[src/rtl/hazard_pkg.sv]
// Shared types and helpers for the forwarding / hazard controller.
// MUL/DIV state encoding, the zero-register constant and a ceil-log2 helper.
package hazard_pkg;

  typedef enum logic [1:0] {
    MD_IDLE = 2'd0,
    MD_BUSY = 2'd1,
    MD_DONE = 2'd2
  } md_state_e;

  localparam logic [4:0] REG_ZERO = 5'd0;

  function automatic int clog2(input int n);
    int r;
    r = 0;
    while ((1 << r) < n) r++;
    return r;
  endfunction

endpackage

[src/rtl/md_scoreboard.sv]
// Tracks the single multi-cycle MUL/DIV unit: IDLE -> BUSY -> DONE, md_done exactly MD_LAT
// cycles after md_start; a start while BUSY is dropped and sets the sticky overrun flag.
module md_scoreboard
  import hazard_pkg::*;
#(
  parameter int MD_LAT = 4
) (
  input  logic       clk,
  input  logic       rst,
  input  logic       md_start,
  input  logic [4:0] md_rd,
  input  logic [4:0] ifid_rs,
  input  logic [4:0] ifid_rt,
  input  logic       ifid_uses_rt,
  input  logic       ifid_is_md,
  output logic       md_busy,
  output logic       md_done,
  output logic [4:0] md_wb_rd,
  output logic       md_overrun,
  output logic       md_raw,
  output logic       md_struct
);

  localparam int CW = (clog2(MD_LAT) < 1) ? 1 : clog2(MD_LAT);
  // BUSY spans MD_LAT-1 cycles, DONE is the MD_LAT-th
  localparam logic [CW-1:0] RELOAD = CW'(MD_LAT - 2);

  md_state_e      state, state_nxt;
  logic [CW-1:0]  cnt, cnt_nxt;
  logic [4:0]     rd_q, rd_nxt;

  always_ff @(posedge clk) begin
    if (rst) begin
      state      <= MD_IDLE;
      cnt        <= '0;
      rd_q       <= REG_ZERO;
      md_overrun <= 1'b0;
    end else begin
      state <= state_nxt;
      cnt   <= cnt_nxt;
      rd_q  <= rd_nxt;
      if (state == MD_BUSY && md_start) md_overrun <= 1'b1;
    end
  end

  always_comb begin
    state_nxt = state;
    cnt_nxt   = cnt;
    rd_nxt    = rd_q;
    case (state)
      MD_IDLE: begin
        if (md_start) begin
          state_nxt = MD_BUSY;
          cnt_nxt   = RELOAD;
          rd_nxt    = md_rd;
        end
      end
      MD_BUSY: begin
        if (cnt == '0) state_nxt = MD_DONE;
        else           cnt_nxt   = cnt - CW'(1);
      end
      MD_DONE: begin
        if (md_start) begin
          state_nxt = MD_BUSY;
          cnt_nxt   = RELOAD;
          rd_nxt    = md_rd;
        end else begin
          state_nxt = MD_IDLE;
        end
      end
      default: state_nxt = MD_IDLE;
    endcase
  end

  assign md_busy   = (state != MD_IDLE);
  assign md_done   = !rst && (state == MD_DONE);
  assign md_wb_rd  = md_done ? rd_q : REG_ZERO;
  // The pending result blocks readers until the write-back cycle has passed.
  assign md_raw    = (state != MD_IDLE) && (rd_q != REG_ZERO) &&
                     ((rd_q == ifid_rs) || (ifid_uses_rt && rd_q == ifid_rt));
  assign md_struct = ifid_is_md && (state == MD_BUSY);

endmodule

[src/rtl/fwd_hazard_ctrl.sv]
// Forwarding-select and stall generation beside ID/EX; forwarding is combinational,
// the MUL/DIV tracker and stall counter are registered; stall holds PC and IF/ID.
module fwd_hazard_ctrl
  import hazard_pkg::*;
#(
  parameter  int FWD_STAGES = 2,
  parameter  int MD_LAT     = 4,
  parameter  int CNT_W      = 16,
  localparam int SEL_W      = clog2(FWD_STAGES + 1)
) (
  input  logic                    clk,
  input  logic                    rst,
  input  logic [FWD_STAGES-1:0]   stg_regwrite,
  input  logic [5*FWD_STAGES-1:0] stg_rd,
  input  logic [4:0]              idex_rs,
  input  logic [4:0]              idex_rt,
  input  logic                    idex_memread,
  input  logic [4:0]              idex_rd,
  input  logic [4:0]              ifid_rs,
  input  logic [4:0]              ifid_rt,
  input  logic                    ifid_uses_rt,
  input  logic                    ifid_is_md,
  input  logic                    md_start,
  input  logic [4:0]              md_rd,
  input  logic                    flush,
  output logic [SEL_W-1:0]        fwd_a,
  output logic [SEL_W-1:0]        fwd_b,
  output logic                    stall,
  output logic                    md_busy,
  output logic                    md_done,
  output logic [4:0]              md_wb_rd,
  output logic                    md_overrun,
  output logic [CNT_W-1:0]        stall_cnt
);

  logic lu, md_raw, md_struct;

  // Scan oldest to youngest so the youngest matching stage overwrites.
  always_comb begin
    fwd_a = '0;
    fwd_b = '0;
    if (!rst) begin
      for (int k = FWD_STAGES - 1; k >= 0; k--) begin
        if (stg_regwrite[k] && stg_rd[5*k +: 5] != REG_ZERO) begin
          if (stg_rd[5*k +: 5] == idex_rs) fwd_a = SEL_W'(k + 1);
          if (stg_rd[5*k +: 5] == idex_rt) fwd_b = SEL_W'(k + 1);
        end
      end
    end
  end

  assign lu = idex_memread && (idex_rd != REG_ZERO) && !flush &&
              ((idex_rd == ifid_rs) || (ifid_uses_rt && idex_rd == ifid_rt));

  md_scoreboard #(.MD_LAT(MD_LAT)) u_md (
    .clk          (clk),
    .rst          (rst),
    .md_start     (md_start),
    .md_rd        (md_rd),
    .ifid_rs      (ifid_rs),
    .ifid_rt      (ifid_rt),
    .ifid_uses_rt (ifid_uses_rt),
    .ifid_is_md   (ifid_is_md),
    .md_busy      (md_busy),
    .md_done      (md_done),
    .md_wb_rd     (md_wb_rd),
    .md_overrun   (md_overrun),
    .md_raw       (md_raw),
    .md_struct    (md_struct)
  );

  assign stall = !rst && (lu || md_raw || md_struct);

  always_ff @(posedge clk) begin
    if (rst)                             stall_cnt <= '0;
    else if (stall && stall_cnt != '1)   stall_cnt <= stall_cnt + CNT_W'(1);
  end

endmodule
[config.mk]
export PLATFORM = sky130hd
export DESIGN_NAME = fwd_hazard_ctrl
export DESIGN_NICKNAME = d
export VERILOG_FILES = /design/src/rtl/hazard_pkg.sv /design/src/rtl/md_scoreboard.sv /design/src/rtl/fwd_hazard_ctrl.sv
export SDC_FILE = /design/constraint.sdc
export NUM_CORES = 1
export LEC_CHECK = 0
export BUFFER_PORTS_ARGS = -buffer_cell sky130_fd_sc_hd__buf_2
export CORE_ASPECT_RATIO = 0.7
export CORE_MARGIN = 10
export CORE_UTILIZATION = 25
export DETAILED_ROUTE_END_ITERATION = 6
export PLACE_DENSITY_LB_ADDON = 0.3
export SETUP_SLACK_MARGIN = 0.3
export SYNTH_ARGS = -nofsm -noshare
export SYNTH_HDL_FRONTEND = slang
export SYNTH_SLANG_ARGS = --single-unit
[constraint.sdc]
create_clock -name clk -period 2.4 [get_ports clk]
set_input_delay 0.12 -clock clk [delete_from_list [all_inputs] [get_ports clk]]
set_output_delay 0.12 -clock clk [all_outputs]
set_load 0.05 [all_outputs]
==> impl_summary.log, run 1 <==
INFO  metric syn_to_final_growth = 40.65%
INFO  metric syn_std_cell_area = 1853 um2
INFO  metric clock_skew = 0.007516 ns
INFO  metric multiInputGateArea = 1310 um2
INFO  metric global_route_wire_length_before_repair = 8680 um
INFO  metric yosysWarnings = 0
INFO  metric slowest_stage = sky130_fd_sc_hd__dfxtp_4
INFO  metric critical_path.reg2reg.startpoint = u_md.rd_q[3]
INFO  metric grt_setup_unrepaired = true
INFO  metric worstRegToRegCells = 8
INFO  metric synth_top_area_share = 28.09%
INFO  metric max_cap_viol_count = 0
INFO  metric cts_tree = yes
INFO  metric net-switching-power = 0.0003070 W
INFO  metric floorplan.die.height = 92.03 um
INFO  metric dominantRegCellSynth = sky130_fd_sc_hd__dfxtp_1
INFO  metric register_area = 551.8 um2
INFO  metric worst-path-max-fanout = 10
INFO  metric maxSlewHeadroom = 54.86%
INFO  metric fillers = 765
INFO  metric htreeDepth = 1
INFO  metric worst_pin_slew = 0.6756 ns
INFO  metric drt.antenna.violating_nets = 0
INFO  metric antenna_violations_before_repair = 0
INFO  metric cp.buffers_inverters = 1
INFO  metric floorplan.core_area = 7254 um2
INFO  metric post_route_cells_drive_above_1_share = 42.33%
INFO  metric detailroute.via_count = 1,800
INFO  metric critical_path.cell_chain = xor2_2 > nor4_2 > a32oi_1 > o22a_2 > a32oi_4 > buf_12 > nand3_2 > mux2_4
INFO  metric count_of_different_cell_masters_after_synthesis = 41
INFO  metric number_of_global_route_vias_before_repair = 1,889
INFO  metric hold_path_class = in2reg
INFO  metric antenna-diode-count = 0
INFO  metric max_freq = 478.5 MHz
INFO  metric routedWlPerCell = 13.67 um
INFO  metric startpoint_of_the_lowest_slack_hold_path = md_rd[0]
INFO  metric die_outline_area = 11,310 um2
INFO  metric clk_latency = 0.27 ns
INFO  metric aggregate_global_routing_overflow = 0
INFO  metric hold_depth = 3
INFO  metric clk_pin_slew_worst_paths = 0.10 ns
INFO  metric whs_endpoint = u_md.rd_q[0]
INFO  metric timing.rr.end = stall_cnt[10]
INFO  metric pin_count_of_the_biggest_net_entering_global_routing = 36
INFO  metric cts_inserted_buffers = 3
INFO  metric drc = 0
INFO  metric ys_async_sr_fraction = 0%
INFO  metric max_stage_delay = 0.37 ns
INFO  metric synth.top_cells.by_area = sky130_fd_sc_hd__dfxtp_1, sky130_fd_sc_hd__xor2_1, sky130_fd_sc_hd__xnor2_1, sky130_fd_sc_hd__nor2_1, sky130_fd_sc_hd__nor2b_1
INFO  metric synth.largest_area_cell = sky130_fd_sc_hd__dfxtp_1
INFO  metric design.final.nets = 352
INFO  metric setup.worst_path.start_class = flop
INFO  metric outcome = finished clean
INFO  metric clk_root_buffer_cell = sky130_fd_sc_hd__clkbuf_8
INFO  metric nets_in_the_synthesized_netlist = 270
INFO  metric finalWirelength = 5441 um
INFO  metric grt.total_usage = 9.166%
INFO  metric regToRegSetupSlack = 0.31 ns
INFO  metric power_frac_clock = 33.4%
INFO  metric post_synth_most_frequent_cells = sky130_fd_sc_hd__xor2_1, sky130_fd_sc_hd__dfxtp_1, sky130_fd_sc_hd__nor2_1, sky130_fd_sc_hd__xnor2_1, sky130_fd_sc_hd__a21oi_1
INFO  metric finalCriticalPeriod = 2.090 ns
INFO  metric share_of_the_cycle_needed_by_the_critical_path_after_routing = 87.07%
INFO  metric pwr-share-comb = 24.9%
INFO  metric post_synth_inst_count = 219
INFO  metric p_leak = 1.168 nW
INFO  metric endpoint_kind = flop
INFO  metric drt-vias-per-instance = 4.523
INFO  metric ys_ff_latch = 26
INFO  metric number_of_enable_flip_flop_cells_after_synthesis = 0
INFO  metric io_buffers = 77
INFO  metric final-setup-viol-count = 0
INFO  metric sequential_share_of_power = 41.7%
INFO  metric chipWidth = 122.9 um
INFO  metric ctsLongestPathBuffers = 2
INFO  metric globalplace.congestion = 0.8067
INFO  metric hpwlAfterDp = 4399 um
INFO  metric finalMaxSlewViolations = 0
INFO  metric synthesis.area_per_instance = 8.461 um2
INFO  metric clkSinkCount = 26
INFO  metric ys_seq_area_share = 28.09%
INFO  metric criticalPathCategory = reg2reg
INFO  metric final.setup.tns = 0 ns
INFO  metric number_of_top_level_pins = 78
INFO  metric rows = 26
INFO  metric power.ir.vdd_worst = 0.0003578 V
INFO  metric yosysMostFrequentCell = sky130_fd_sc_hd__xor2_1
INFO  metric detail_route.first_pass.iterations = 4
INFO  metric detail_route.iter0.violations = 42
INFO  metric worst-endpoint-required = 2.56 ns
INFO  metric initial_utilization = 25.54%
INFO  metric critPathTopFamily = compound AO/OA/AOI/OAI gates
INFO  metric cts_hold_buf = 0
INFO  metric power_per_cell_area = 421.4 nW/um2
INFO  metric crit_arrival = 2.25 ns
INFO  metric cell_internal_pwr = 0.0007913 W
INFO  metric switching_share = 27.95%
INFO  metric final_core_util = 35.93%
INFO  metric final_count_of_hold_timing_violations = 0
## layout make-up
class | count | area share (%)
clock buffers | 3 | 1.584
flip-flops and latches | 26 | 21.17
inverters | 9 | 1.296
well taps | 98 | 4.705
repair buffers | 87 | 19.83
multi-input cells | 174 | 50.26
clock inverters | 1 | 1.152
## cell usage in the layout (no fill, tap or decap), types with 4 or more instances in the layout
cell                      netlist  layout
sky130_fd_sc_hd__a21o_1         4       4
sky130_fd_sc_hd__and3_1         5       5
sky130_fd_sc_hd__nor3_1         6       6
sky130_fd_sc_hd__nor2b_1       10      10
sky130_fd_sc_hd__inv_1          9       9
sky130_fd_sc_hd__buf_4          1       7
sky130_fd_sc_hd__nand2_1        5       5
sky130_fd_sc_hd__dfxtp_4        0       6
sky130_fd_sc_hd__dfxtp_2        0       7
sky130_fd_sc_hd__mux2i_1        6       6
sky130_fd_sc_hd__nor2_1        21      21
sky130_fd_sc_hd__a21oi_1       11       8
sky130_fd_sc_hd__buf_2          1      76
sky130_fd_sc_hd__nand3_1        7       6
sky130_fd_sc_hd__o21ai_0        5       4
sky130_fd_sc_hd__nand4_1        4       4
sky130_fd_sc_hd__xnor2_1       14      14
sky130_fd_sc_hd__dfxtp_1       26      13
sky130_fd_sc_hd__or4_1          6       6
sky130_fd_sc_hd__and2_1         8       8
sky130_fd_sc_hd__xor2_1        28      26
## routing by layer
metal / vias up / GRT usage (%) / wire length (um)
li1: 932 / - / -
met1: 814 / 11.62 / 2632
met2: 52 / 14.28 / 2375
met3: 2 / 3.797 / 397
met4: 0 / 1.761 / 35
met5: - / 0 / 0
## registers in the layout, indices dropped and copies added (netlist names)
name,count
stall_cnt,16
u_md.state,2
u_md.cnt,2
u_md.md_overrun,1
u_md.rd_q,5
## power groups by stage
stage,logic (W),clock network (W),registers (W)
after floorplan,0.000150,0,0.000472
after global placement,0.000246,0,0.000468
after detailed placement,0.000247,0,0.000469
after CTS,0.000259,0.000384,0.000458
after global routing,0.000300,0.000401,0.000461
final,0.000274,0.000367,0.000458
## repair_timing
action | in CTS | in global routing
resized for setup | 2 | 14
endpoints found under the setup margin | 6 | 15
setup buffers | 0 | 5
gates cloned | 1 | 1
pin swaps | 1 | 6
## worst min-delay path, cell delays in order
cell,delay (ns)
sky130_fd_sc_hd__buf_2,0.08
sky130_fd_sc_hd__mux2i_1,0.06
sky130_fd_sc_hd__nor2_1,0.07
## cell families (layout without fill, tap and decap cells)
| kind of cell | after synthesis | count (layout) | share of synthesized area [%] |
|---|---|---|---|
| adder cells (fa/ha/maj) | 2 | 2 | 1.350 |
| multiplexers | 11 | 11 | 6.685 |
| XOR/XNOR | 42 | 42 | 19.85 |
| AO/OA/AOI/OAI | 32 | 32 | 12.76 |
| AND/OR/NAND/NOR | 87 | 87 | 26.74 |
| buffers and inverters | 19 | 100 | 4.523 |
| flip-flops | 26 | 26 | 28.09 |
## stage by stage
stage | total power [W] | worst slack (ns) | hold WS (ns) | instance area, um2 | instances
6_report | 0.001098 | 0.3103 | 0.07751 | 2606 | 398
5_1_grt | 0.001163 | 0.2116 | 0.08045 | 2606 | 398
4_1_cts | 0.001102 | 0.2674 | 0.07095 | 2505 | 392
3_5_place_dp | 0.0007159 | 0.2430 | 0.3680 | 2397 | 387
3_3_place_gp | 0.0007138 | 0.3131 | 0.3659 | 2397 | 387
2_1_floorplan | 0.0006221 | 0.2031 | 0.2607 | 1904 | 219
## worst max-delay path by stage
stage                 startpoint            end  slack [ns]  cells past startpoint
floorplan                    rst       fwd_b[0]        0.20                      3
global placement    u_md.rd_q[3]  stall_cnt[10]        0.31                      8
detailed placement  u_md.rd_q[3]   stall_cnt[4]        0.24                      8
CTS                 u_md.rd_q[3]  stall_cnt[14]        0.27                      8
global route        u_md.rd_q[3]  stall_cnt[14]        0.21                      8
finish              u_md.rd_q[3]  stall_cnt[10]        0.31                      8
No activity file was read; power rests on OpenSTA's default activity.
==> run 2, diff against run 1 <==
--- a/config.mk
+++ b/config.mk
@@ -6,7 +6,7 @@
 export NUM_CORES = 1
 export LEC_CHECK = 0
 export BUFFER_PORTS_ARGS = -buffer_cell sky130_fd_sc_hd__buf_2
-export CORE_ASPECT_RATIO = 0.7
+export CORE_ASPECT_RATIO = 1.2
 export CORE_MARGIN = 10
 export CORE_UTILIZATION = 25
 export DETAILED_ROUTE_END_ITERATION = 6
==> impl_summary.log, run 2 (same netlist as run 1, synthesis figures left out) <==
INFO  metric worst-endpoint-required = 2.56 ns
INFO  metric worstRegToRegCells = 8
INFO  metric max_freq = 488.9 MHz
INFO  metric cts_inserted_buffers = 3
INFO  metric endpoint_kind = flop
INFO  metric global_route_wire_length_before_repair = 8914 um
INFO  metric crit_arrival = 2.21 ns
INFO  metric hpwlAfterDp = 4467 um
INFO  metric hold_depth = 3
INFO  metric design.final.nets = 349
INFO  metric clk_latency = 0.27 ns
INFO  metric chipWidth = 98.59 um
INFO  metric worst_pin_slew = 0.6689 ns
INFO  metric globalplace.congestion = 0.8225
INFO  metric number_of_top_level_pins = 78
INFO  metric floorplan.core_area = 7232 um2
INFO  metric post_route_cells_drive_above_1_share = 39.39%
INFO  metric finalCriticalPeriod = 2.045 ns
INFO  metric number_of_global_route_vias_before_repair = 1,888
INFO  metric pin_count_of_the_biggest_net_entering_global_routing = 38
INFO  metric syn_to_final_growth = 33.36%
INFO  metric mostFrequentLayoutCells = sky130_fd_sc_hd__buf_2, sky130_fd_sc_hd__xor2_1, sky130_fd_sc_hd__nor2_1, sky130_fd_sc_hd__xnor2_1, sky130_fd_sc_hd__dfxtp_1
INFO  metric grt_setup_unrepaired = true
INFO  metric drc = 0
INFO  metric criticalPathCategory = reg2reg
INFO  metric rows = 34
INFO  metric clk_root_buffer_cell = sky130_fd_sc_hd__clkbuf_8
INFO  metric critical_path.reg2reg.startpoint = u_md.rd_q[3]
INFO  metric largest_register_ffs = 16
INFO  metric reg.largest.list = stall_cnt (16), u_md.rd_q (5)
INFO  metric cts_tree = yes
INFO  metric htreeDepth = 1
INFO  metric io_buffers = 77
INFO  metric detail_route.first_pass.iterations = 4
INFO  metric die_outline_area = 11,270 um2
INFO  metric clock_skew = 0.004352 ns
INFO  metric antenna-diode-count = 0
INFO  metric initial_utilization = 25.62%
INFO  metric power.ir.vdd_worst = 0.0001994 V
INFO  metric hold_path_class = in2reg
INFO  metric power_per_cell_area = 393.4 nW/um2
INFO  metric aggregate_global_routing_overflow = 0
INFO  metric final-setup-viol-count = 0
INFO  metric mostFrequentLayoutCell = sky130_fd_sc_hd__buf_2
INFO  metric final_count_of_hold_timing_violations = 0
INFO  metric finalWorstSetupSlack = 0.3545 ns
INFO  metric startpoint_of_the_lowest_slack_hold_path = md_rd[1]
INFO  metric grt.total_usage = 9.185%
INFO  metric share_of_the_cycle_needed_by_the_critical_path_after_routing = 85.23%
INFO  metric antenna_violations_before_repair = 0
INFO  metric clkSinkCount = 26
INFO  metric final.setup.tns = 0 ns
INFO  metric setup.worst_path.start_class = flop
INFO  metric postPlaceCellArea = 2382 um2
INFO  metric clk_pin_slew_worst_paths = 0.09 ns
INFO  metric largest-register = stall_cnt
INFO  metric detailroute.via_count = 1,843
INFO  metric finalMaxSlewViolations = 0
INFO  metric ctsLongestPathBuffers = 2
INFO  metric outcome = finished clean
INFO  metric maxSlewHeadroom = 55.32%
INFO  metric drt.antenna.violating_nets = 0
INFO  metric max_cap_viol_count = 0
INFO  metric p_leak = 1.125 nW
INFO  metric worst-path-max-fanout = 13
INFO  metric detail_route.iter0.violations = 141
INFO  metric stdcell_area = 2471 um2
INFO  metric finalWirelength = 5477 um
INFO  metric routedWlPerCell = 14.15 um
INFO  metric post-place-ws = 0.1792 ns
INFO  metric floorplan.die.height = 114.3 um
INFO  metric drt-vias-per-instance = 4.762
INFO  metric setup.worst_path.start = u_md.rd_q[3]
-- run 2: worst paths after layout --
| path | endpoint | slack (ns) |
|---|---|---|
| max | stall_cnt[4] | 0.35 |
| min | u_md.rd_q[1] | 0.08 |
| max reg2reg | stall_cnt[4] | 0.35 |
| min reg2reg | u_md.md_overrun | 0.48 |
-- run 2: repair_timing --
action,CTS,global route
hold buffers,0,0
cloned,0,0
endpoints found under the setup margin,13,14
resized for setup,1,6
pin swaps,2,0
setup buffers,1,2
-- run 2: stage by stage --
step                instances  power (W)  hold slack (ns)  utilization [%]
finish                    387  0.0009723          0.07987            34.17
global placement          380  0.0007123           0.3540            32.94
detailed placement        380  0.0007150           0.3652            32.94
global route              387   0.001030          0.08893            34.17
floorplan                 219  0.0006221           0.2607                -
CTS                       385  0.0009800          0.07860            33.84
-- run 2: layer usage --
metal	track usage (%)	up-vias	wire, um
met1	11.44	848	2561
met5	0	-	0
li1	-	921	-
met3	3.382	4	502
met2	14.14	70	2351
met4	3.349	0	62
-- run 2: layout make-up --
| type | count | area, um2 |
|---|---|---|
| fillers | 762 | 4761 |
| multi-input cells | 174 | 1281 |
| flip-flops and latches | 26 | 545.5 |
| repair buffers | 84 | 452.9 |
| well taps | 90 | 112.6 |
| clock buffers | 4 | 45.04 |
| inverters | 9 | 33.78 |
-- run 2: report_power, final --
part           internal (W)  total (W)  switching, W
sequential         0.000442   0.000458     0.0000166
clock              0.000119   0.000258      0.000139
combinational      0.000113   0.000256      0.000143
-- run 2: critical path: stages (launching register included) --
cell and delay, ns:
sky130_fd_sc_hd__dfxtp_2 0.35, sky130_fd_sc_hd__xor2_1 0.17, sky130_fd_sc_hd__nor4_2 0.27, sky130_fd_sc_hd__a32oi_1 0.13, sky130_fd_sc_hd__o22a_2 0.28, sky130_fd_sc_hd__a32oi_4 0.19
sky130_fd_sc_hd__buf_12 0.17, sky130_fd_sc_hd__nand3_2 0.08, sky130_fd_sc_hd__mux2_4 0.30
